==> src/rtl/hazard_ctrl_pkg.sv <==
// Shared constants for the pipeline hazard controller: FSM encoding, the
// hard-wired zero register and the default data-memory timeout.
package hazard_ctrl_pkg;

    localparam logic [1:0] ST_RUN      = 2'd0;
    localparam logic [1:0] ST_MEM_WAIT = 2'd1;
    localparam logic [1:0] ST_ERROR    = 2'd2;

    localparam logic [4:0] REG_ZERO        = 5'd0;
    localparam int         MEM_TIMEOUT_DEF = 200;

endpackage

==> src/rtl/hazard_lu_detect.sv <==
// Combinational load-use detector: a load in EX whose destination is read by
// the instruction in ID. Register $0 is never a hazard.
module hazard_lu_detect
    import hazard_ctrl_pkg::*;
(
    input  logic       memread,
    input  logic [4:0] ex_rt,
    input  logic [4:0] id_rs,
    input  logic [4:0] id_rt,
    output logic       hazard
);

    assign hazard = memread && (ex_rt != REG_ZERO) &&
                    ((ex_rt == id_rs) || (ex_rt == id_rt));

endmodule

==> src/rtl/hazard_ctrl.sv <==
// Hazard/stall controller for the 5-stage core: load-use bubbles, branch/jump
// flushes and the data-memory req/ack freeze with a sticky timeout.
// Optional performance counters are built when HAZARD_PERF_CNT_EN is defined.
module hazard_ctrl
    import hazard_ctrl_pkg::*;
#(
    parameter int MEM_TIMEOUT = MEM_TIMEOUT_DEF,
    parameter int TO_W        = 8,
    parameter int PERF_W      = 32
) (
    input  logic              clk_i,
    input  logic              rst_i,
    input  logic              IDEX_memread_i,
    input  logic [4:0]        IDEX_rt_i,
    input  logic [4:0]        IFID_rs_i,
    input  logic [4:0]        IFID_rt_i,
    input  logic              branch_taken_i,
    input  logic              jump_i,
    input  logic              EXMEM_memreq_i,
    input  logic              dmem_ack_i,
    output logic              dmem_req_o,
    output logic              PC_write_o,
    output logic              IFID_write_o,
    output logic              IFID_flush_o,
    output logic              IDEX_bubble_o,
    output logic              pipe_hold_o,
    output logic              err_o
`ifdef HAZARD_PERF_CNT_EN
    ,
    output logic [PERF_W-1:0] lu_stall_cnt_o,
    output logic [PERF_W-1:0] mem_stall_cnt_o,
    output logic [PERF_W-1:0] flush_cnt_o
`endif
);

    logic [1:0]      state_q, state_d;
    logic [TO_W-1:0] wait_q, wait_d;
    logic            req;
    logic            mem_stall;
    logic            lu_hazard;
    logic            lu_bubble;
    logic            do_flush;

    hazard_lu_detect u_lu_detect (
        .memread (IDEX_memread_i),
        .ex_rt   (IDEX_rt_i),
        .id_rs   (IFID_rs_i),
        .id_rt   (IFID_rt_i),
        .hazard  (lu_hazard)
    );

    // NOTE: every signal written here gets a default first, so no path can infer a latch.
    always_comb begin
        state_d   = state_q;
        wait_d    = wait_q;
        req       = 1'b0;
        mem_stall = 1'b0;
        case (state_q)
            ST_RUN: begin
                req = EXMEM_memreq_i;
                if (EXMEM_memreq_i && !dmem_ack_i) begin
                    mem_stall = 1'b1;
                    state_d   = ST_MEM_WAIT;
                    wait_d    = TO_W'(1);
                end
            end
            ST_MEM_WAIT: begin
                req = 1'b1;
                if (dmem_ack_i) begin
                    state_d = ST_RUN;
                    wait_d  = '0;
                end else begin
                    mem_stall = 1'b1;
                    if (wait_q == TO_W'(MEM_TIMEOUT)) state_d = ST_ERROR;
                    else                              wait_d  = wait_q + TO_W'(1);
                end
            end
            ST_ERROR: mem_stall = 1'b1;
            default: begin
                state_d = ST_RUN;
                wait_d  = '0;
            end
        endcase
    end

    // Memory stall outranks load-use, which in turn suppresses the flush.
    assign lu_bubble = !mem_stall && lu_hazard;
    assign do_flush  = !mem_stall && !lu_hazard && (branch_taken_i || jump_i);

    // While reset is held the pipeline free-runs and the memory request is dropped.
    assign dmem_req_o    = rst_i && req;
    assign PC_write_o    = !rst_i || (!mem_stall && !lu_hazard);
    assign IFID_write_o  = !rst_i || (!mem_stall && !lu_hazard);
    assign IFID_flush_o  = rst_i && do_flush;
    assign IDEX_bubble_o = rst_i && lu_bubble;
    assign pipe_hold_o   = rst_i && mem_stall;
    assign err_o         = rst_i && (state_q == ST_ERROR);

    // NOTE: sequential state uses non-blocking assignments so all flops sample pre-edge values.
    always_ff @(posedge clk_i or negedge rst_i) begin
        if (!rst_i) begin
            state_q <= ST_RUN;
            wait_q  <= '0;
        end else begin
            state_q <= state_d;
            wait_q  <= wait_d;
        end
    end

`ifdef HAZARD_PERF_CNT_EN
    always_ff @(posedge clk_i or negedge rst_i) begin
        if (!rst_i) begin
            lu_stall_cnt_o  <= '0;
            mem_stall_cnt_o <= '0;
            flush_cnt_o     <= '0;
        end else begin
            if (lu_bubble && !(&lu_stall_cnt_o))  lu_stall_cnt_o  <= lu_stall_cnt_o + PERF_W'(1);
            if (mem_stall && !(&mem_stall_cnt_o)) mem_stall_cnt_o <= mem_stall_cnt_o + PERF_W'(1);
            if (do_flush && !(&flush_cnt_o))      flush_cnt_o     <= flush_cnt_o + PERF_W'(1);
        end
    end
`else
    // Counter width only matters when the counters are built.
    logic unused_perf_w;
    assign unused_perf_w = (PERF_W > 0);
`endif

endmodule

==> config.mk <==
export PLATFORM = sky130hd
export DESIGN_NAME = hazard_ctrl
export DESIGN_NICKNAME = d
export VERILOG_FILES = /design/src/rtl/hazard_ctrl_pkg.sv /design/src/rtl/hazard_lu_detect.sv /design/src/rtl/hazard_ctrl.sv
export SDC_FILE = /design/constraint.sdc
export NUM_CORES = 1
export LEC_CHECK = 0
export CORE_AREA = 2 2 46 48
export CTS_CLUSTER_SIZE = 16
export DETAILED_ROUTE_END_ITERATION = 16
export DIE_AREA = 0 0 48 50
export GPL_ROUTABILITY_DRIVEN = 0
export PLACE_DENSITY = 0.83
export SLEW_MARGIN = 10
export SYNTH_ARGS = -nofsm -noshare
export SYNTH_HDL_FRONTEND = slang
export SYNTH_SLANG_ARGS = --single-unit
==> constraint.sdc <==
create_clock -name clk_i -period 2.82 [get_ports clk_i]
set_clock_uncertainty 0.05 [all_clocks]
set_input_delay 0.846 -clock clk_i [delete_from_list [all_inputs] [get_ports clk_i]]
set_output_delay 0.846 -clock clk_i [all_outputs]
set_load 0.01 [all_outputs]
Word-level counts from Yosys, hierarchy flattened:

Cells that the tools add are included.

* flip-flop bits (word level): 10
* bits of input ports: 22
* output and inout port bits: 7
* logic and storage cells: 46

* $add $sub $neg: 1
* eq/ne operators: 8
* mux-type cells: 12
* bitwise logic cells: 1
* reductions and logical operators: 22

Operators with widths (count)
* two-way mux 8 bit: 3
* case mux 8 bit (3 select lines): 1
* logical AND 1 bit: 11
* equality test 5 bit: 2
* adder 8 x 1 -> 8 bit, second input constant: 1
* equality test 8 bit, second input constant: 1
* two-way mux 2 bit: 3
* inequality test 3 bit, second input constant: 2
* case mux 2 bit (3 select lines): 1
* AND reduction 3 bit: 2
* nonzero test 5 bit: 1
* logical NOT 1 bit: 4
* logical OR 1 bit: 3
* case mux 1 bit (3 select lines): 1
* equality test 2 x 1 -> 1 bit, second input constant: 1
* equality test 2 bit, second input constant: 1
* logical NOT 2 bit: 1
* two-way mux 1 bit: 2
* inequality test 2 bit, second input constant: 1
* case mux 1 bit (2 select lines): 1
* NOT 1 bit: 1

Longest topological paths before layout:

* depth in word-level cells: 8
* depth in mapped cells: 6
* gate-level depth less buffers: 6

Cells and area by module:

From an unflattened synthesis, not the netlist that was laid out.

* cell total of the unflattened synthesis: 89
* area total of the unflattened synthesis: 753.2 µm²

By module, submodules not included
* hazard_ctrl: instances 1, cells each 72, area an instance 628.1 µm², sequential area each 250.2 µm²
* hazard_lu_detect: instances 1, cells each 17, area an instance 125.1 µm², sequential area each 0.0 µm²

Least setup slack after synthesis:

No wires, ideal clock.

* path type: input -> output
* start point: in IDEX_rt_i[0]
* end point: out PC_write_o
* arrival time: 2026 ps
* data required time: 1924 ps
* path slack: -102 ps
* stages on the path: 4
* path buffers: 1
* cells stage by stage: or4_1 > o21a_1 > a31oi_1 > buf_4

* cells in the longest elaborated chain, start to end: 6
* elaborated cells between the ends (all ways): 9
* classes of those cells: 2 x eq/ne; 7 x reduce/logical

Ends and longest elaborated chain
* start, declared: line hazard_ctrl.sv:14 `input logic [4:0] IDEX_rt_i,`
* equality test 5 bit or nonzero test 5 bit (tied branches): line hazard_lu_detect.sv:14, hazard_lu_detect.sv:13
* logical OR 1 bit or logical AND 1 bit (tied branches): line hazard_lu_detect.sv:14, hazard_lu_detect.sv:13
* logical AND 1 bit (*): line hazard_lu_detect.sv:13 `assign hazard = memread && (ex_rt != REG_ZERO) &&`
* logical NOT 1 bit (*)
* logical AND 1 bit (*)
* logical OR 1 bit (*)
* end, declared: line hazard_ctrl.sv:22 `output logic PC_write_o,`

Mark *: on every way between the ends. The rest lies on a longest branch, timed or not.

Worst setup path in the final report:

* start point: in IDEX_rt_i[3]
* end point: out IDEX_bubble_o

* cells in the longest elaborated chain, start to end: 5
* elaborated cells between the ends (all ways): 8
* classes of those cells: 2 x eq/ne; 6 x reduce/logical

Ends and longest elaborated chain
* equality test 5 bit or nonzero test 5 bit (tied branches): line hazard_lu_detect.sv:14, hazard_lu_detect.sv:13
* logical OR 1 bit or logical AND 1 bit (tied branches): line hazard_lu_detect.sv:14, hazard_lu_detect.sv:13
* logical AND 1 bit (*): line hazard_lu_detect.sv:13
* logical AND 1 bit (*): line hazard_ctrl.sv:87 `assign lu_bubble = !mem_stall && lu_hazard;`
* logical AND 1 bit (*): line hazard_ctrl.sv:95 `assign IDEX_bubble_o = rst_i && lu_bubble;`
* end, declared: line hazard_ctrl.sv:25 `output logic IDEX_bubble_o,`

Marks and branches as above.

==> flow_metrics.env <==
export IMPL_postCtsHoldBufs=0
export IMPL_route_detailed_wl_per_inst_um=12.92
export IMPL_post_synth_cell_area_avg_um2=9.346
export IMPL_dominant_combinational_cell_family_by_area_after_synthesis="simple AND/OR/NAND/NOR gates"
export IMPL_number_of_violations_reported_at_the_end_of_detailed_routing_iteration_0=5
export IMPL_grt_util_all_layers_pct=18.27
export IMPL_post_synth_fa_ha_maj_area_fraction_pct=3.226
export IMPL_vias=763
export IMPL_fin_crit_sh_pct=106.1
export IMPL_net_switching_power_w=0.0001122
export IMPL_clkLatencyLatePin_ns=0.26
export IMPL_port_buffers=28
export IMPL_overflow=0
export IMPL_n_fill_cell=155
export IMPL_synth_flop_cell="sky130_fd_sc_hd__dfrtp_1"
export IMPL_number_of_nets_in_the_synthesized_netlist=107
export IMPL_chipWidth_um=48
export IMPL_placedInstanceArea_mm2=0.001169
export IMPL_fin_ws_ns=-0.1706
export IMPL_layout_nets=153
export IMPL_cts_max_level=1
export IMPL_placed_cells=147
export IMPL_postSynthRegisterBits=10
export IMPL_p_leak_nw=0.5836
export IMPL_tritoncts="done"
export IMPL_clk_pin_slew_ns=0.06
export IMPL_die_area_mm2=0.002400
export IMPL_async_reset_ff_share_pct=100.0
export IMPL_tritoncts_num_sinks=10
export IMPL_timing_critical_path_fanout_max=2
export IMPL_path_class="in2out"
export IMPL_netSwitchingFraction_pct=29.03
export IMPL_relSlewSlack_pct=71.87
export IMPL_top_area_cell_type_share_of_the_netlist_area_pct=32.26
export IMPL_final_area_mm2=0.001241
export IMPL_post_synth_main_area_contributors="sky130_fd_sc_hd__dfrtp_1, sky130_fd_sc_hd__xnor2_1, sky130_fd_sc_hd__xor2_1"
export IMPL_outcome="complete, but fails checks"
export IMPL_min_delay_path_class="reg2reg"
export IMPL_power_density_mw_per_mm2=311.3
export IMPL_ctsLongestPathBuffers=2
export IMPL_cp_slowest_stage_delay_ns=0.52
export IMPL_ioPinCount=29
export IMPL_critical_path_endpoint_type="output pin"
export IMPL_cts_buffers=3
export IMPL_yosys_cell_types_count=35
export IMPL_path_cells="buf_6 -> or4_4 -> o21a_1 -> buf_4 -> and4_1 -> buf_2"
export IMPL_power_internal_w=0.0002742
export IMPL_grt_pass1_vias=754
export IMPL_grt_pass1_wl_mm=3.125
export IMPL_synth_area_leader_cell="sky130_fd_sc_hd__dfrtp_1"
export IMPL_grt_start_max_net_pins=17
export IMPL_clock_power_share_pct=24.7
export IMPL_violations="setup timing"
export IMPL_tightest_slew_ns=0.4192
export IMPL_antenna_violations_before_repair=0
export IMPL_timing_fmax_mhz=334.4
export IMPL_timing_critical_path_required_ns=1.92
export IMPL_worst_ep_arrival_time_ns=2.09
export IMPL_edff_count_synth=0
export IMPL_post_synth_inst_count=83
export IMPL_finalSetupViolCount=4
export IMPL_vdd_drop_max_uv=306.5
export IMPL_routed_wirelength_mm=1.989
export IMPL_first_pass_iters=4
export IMPL_combPwrFrac_pct=34.6
export IMPL_finalWorstPathRequiredPeriod_ns=2.991
export IMPL_final_cell_count_no_fill=154
export IMPL_post_synth_and_or_nand_nor_area_fraction_pct=27.42
export IMPL_drc=0
export IMPL_synth_top_cells_by_count="sky130_fd_sc_hd__dfrtp_1, sky130_fd_sc_hd__xnor2_1, sky130_fd_sc_hd__nand2_1, sky130_fd_sc_hd__nor2_1, sky130_fd_sc_hd__xor2_1"
export IMPL_initial_utilization_pct=40.79
export IMPL_maxSlewViolCount=0
export IMPL_synth_area_mux_share_pct=1.290
export IMPL_critical_path_slowest_cell="sky130_fd_sc_hd__or4_4"
export IMPL_share_of_the_synthesized_area_in_compound_gates_ao_oa_aoi_oai_pct=15.00
export IMPL_hpwlAfterDp_mm=1.552
export IMPL_maxCapViolCount=0
export IMPL_placement_rows=16
export IMPL_antenna_violating_nets_post_route=0
export IMPL_final_layout_size_suffix_gt1_share_pct=33.07
export IMPL_count_of_yosys_warnings_during_synthesis=0
export IMPL_worst_path_dominant_cell_family="simple AND/OR/NAND/NOR gates"
export IMPL_clk_root_buffer_cell="sky130_fd_sc_hd__clkbuf_4"
export IMPL_crit_path_start_kind="input pin"
export IMPL_core_footprint_mm2=0.001902
export IMPL_crit_buf_inv=3
export IMPL_synth_xor_area_share_pct=16.94
export IMPL_seq_area_frac_synth_pct=32.26
export IMPL_chipHeight_um=50
export IMPL_timing_final_hold_violations=0
export IMPL_antenna_diode_count=0
export IMPL_synthesis_area_um2=775.7
export IMPL_rsz0062_at_grt="true"
export IMPL_p_seq_share_pct=40.7
export IMPL_vias_per_cell=4.955
export IMPL_area_delta_synth_final_pct=60.00
export IMPL_finish_utilization_pct=65.26
-- cells in the final DEF (no fill, tap or decap), types with 3 or more instances in the layout --
master and n:
sky130_fd_sc_hd__clkbuf_4 3, sky130_fd_sc_hd__nand2_1 8, sky130_fd_sc_hd__xnor2_1 9, sky130_fd_sc_hd__buf_6 5
sky130_fd_sc_hd__clkdlybuf4s50_1 5, sky130_fd_sc_hd__dfrtp_1 10, sky130_fd_sc_hd__inv_1 3, sky130_fd_sc_hd__xor2_1 5
sky130_fd_sc_hd__and2_1 3, sky130_fd_sc_hd__nor2_1 5, sky130_fd_sc_hd__buf_4 14, sky130_fd_sc_hd__dlygate4sd2_1 11
sky130_fd_sc_hd__buf_2 4, sky130_fd_sc_hd__nand3_1 3
-- power by group through the flow --
| stage | Clock (W) | Combinational [W] | Sequential (W) |
|---|---|---|---|
| 6_report | 0.0000955 | 0.000134 | 0.000157 |
| 5_1_grt | 0.000103 | 0.000147 | 0.000159 |
| 4_1_cts | 0.000102 | 0.000129 | 0.000157 |
| 3_5_place_dp | 0 | 0.000129 | 0.000160 |
| 3_3_place_gp | 0 | 0.000125 | 0.000159 |
| 2_1_floorplan | 0 | 0.0000612 | 0.000160 |
-- layer usage --
metal	global-route usage, %	vias up	wire length (um)
met4	8.108	0	34
li1	-	383	-
met1	19.41	345	778
met2	32.22	32	929
met5	0	-	0
met3	4.029	3	246
-- final timing paths --
check / from / endpoint / slack, ns / depth (start not counted)
setup / recovery: IDEX_rt_i[3] / IDEX_bubble_o / -0.17 / 6
hold / removal: wait_q[0] / wait_q[0] / 0.52 / 1
setup reg to reg: wait_q[0] / wait_q[1] / 1.05 / 6
hold reg to reg: wait_q[0] / wait_q[0] / 0.52 / 1
max in group asynchronous: rst_i / wait_q[6] / 1.85 / 2
min in group asynchronous: rst_i / wait_q[0] / 0.73 / 2
-- kinds of logic after synthesis --
logic type / Yosys count
compound gates: 17
simple gates: 33
xor+xnor: 15
fa+ha+maj: 2
flops: 10
buf+inv: 5
mux: 1
-- flip-flops by register name, indices dropped and copies added (netlist names) --
| register | cells |
|---|---|
| state_q | 2 |
| wait_q | 8 |
-- repair_timing --
| action | CTS | global route |
|---|---|---|
| gates resized for setup | 59 | 6 |
| cloned | 0 | 0 |
| buffers inserted | 2 | 2 |
| pin swaps | 13 | 8 |
| setup endpoints to repair | 7 | 5 |
-- per-stage QoR --
step	hold slack, ns	worst slack (ns)	TNS [ns]	total power (W)
5_1_grt	0.5844	-0.1832	-0.6669	0.0004088
3_3_place_gp	0.5019	-0.8055	-4.294	0.0002847
6_report	0.5229	-0.1706	-0.5732	0.0003864
4_1_cts	0.5234	-0.1752	-0.5492	0.0003886
2_1_floorplan	0.4668	0.03636	0	0.0002207
3_5_place_dp	0.5074	-0.8433	-4.445	0.0002891
-- cell type report --
class	instances	area, um2	share of cell area (%)
multi-input cells	68	555.5	44.76
inverters	3	11.26	0.9073
clock buffers	3	22.52	1.815
repair buffers	43	367.9	29.64
well taps	27	33.78	2.722
flip-flops and latches	10	250.2	20.16
(Power assumes the default switching activity.)
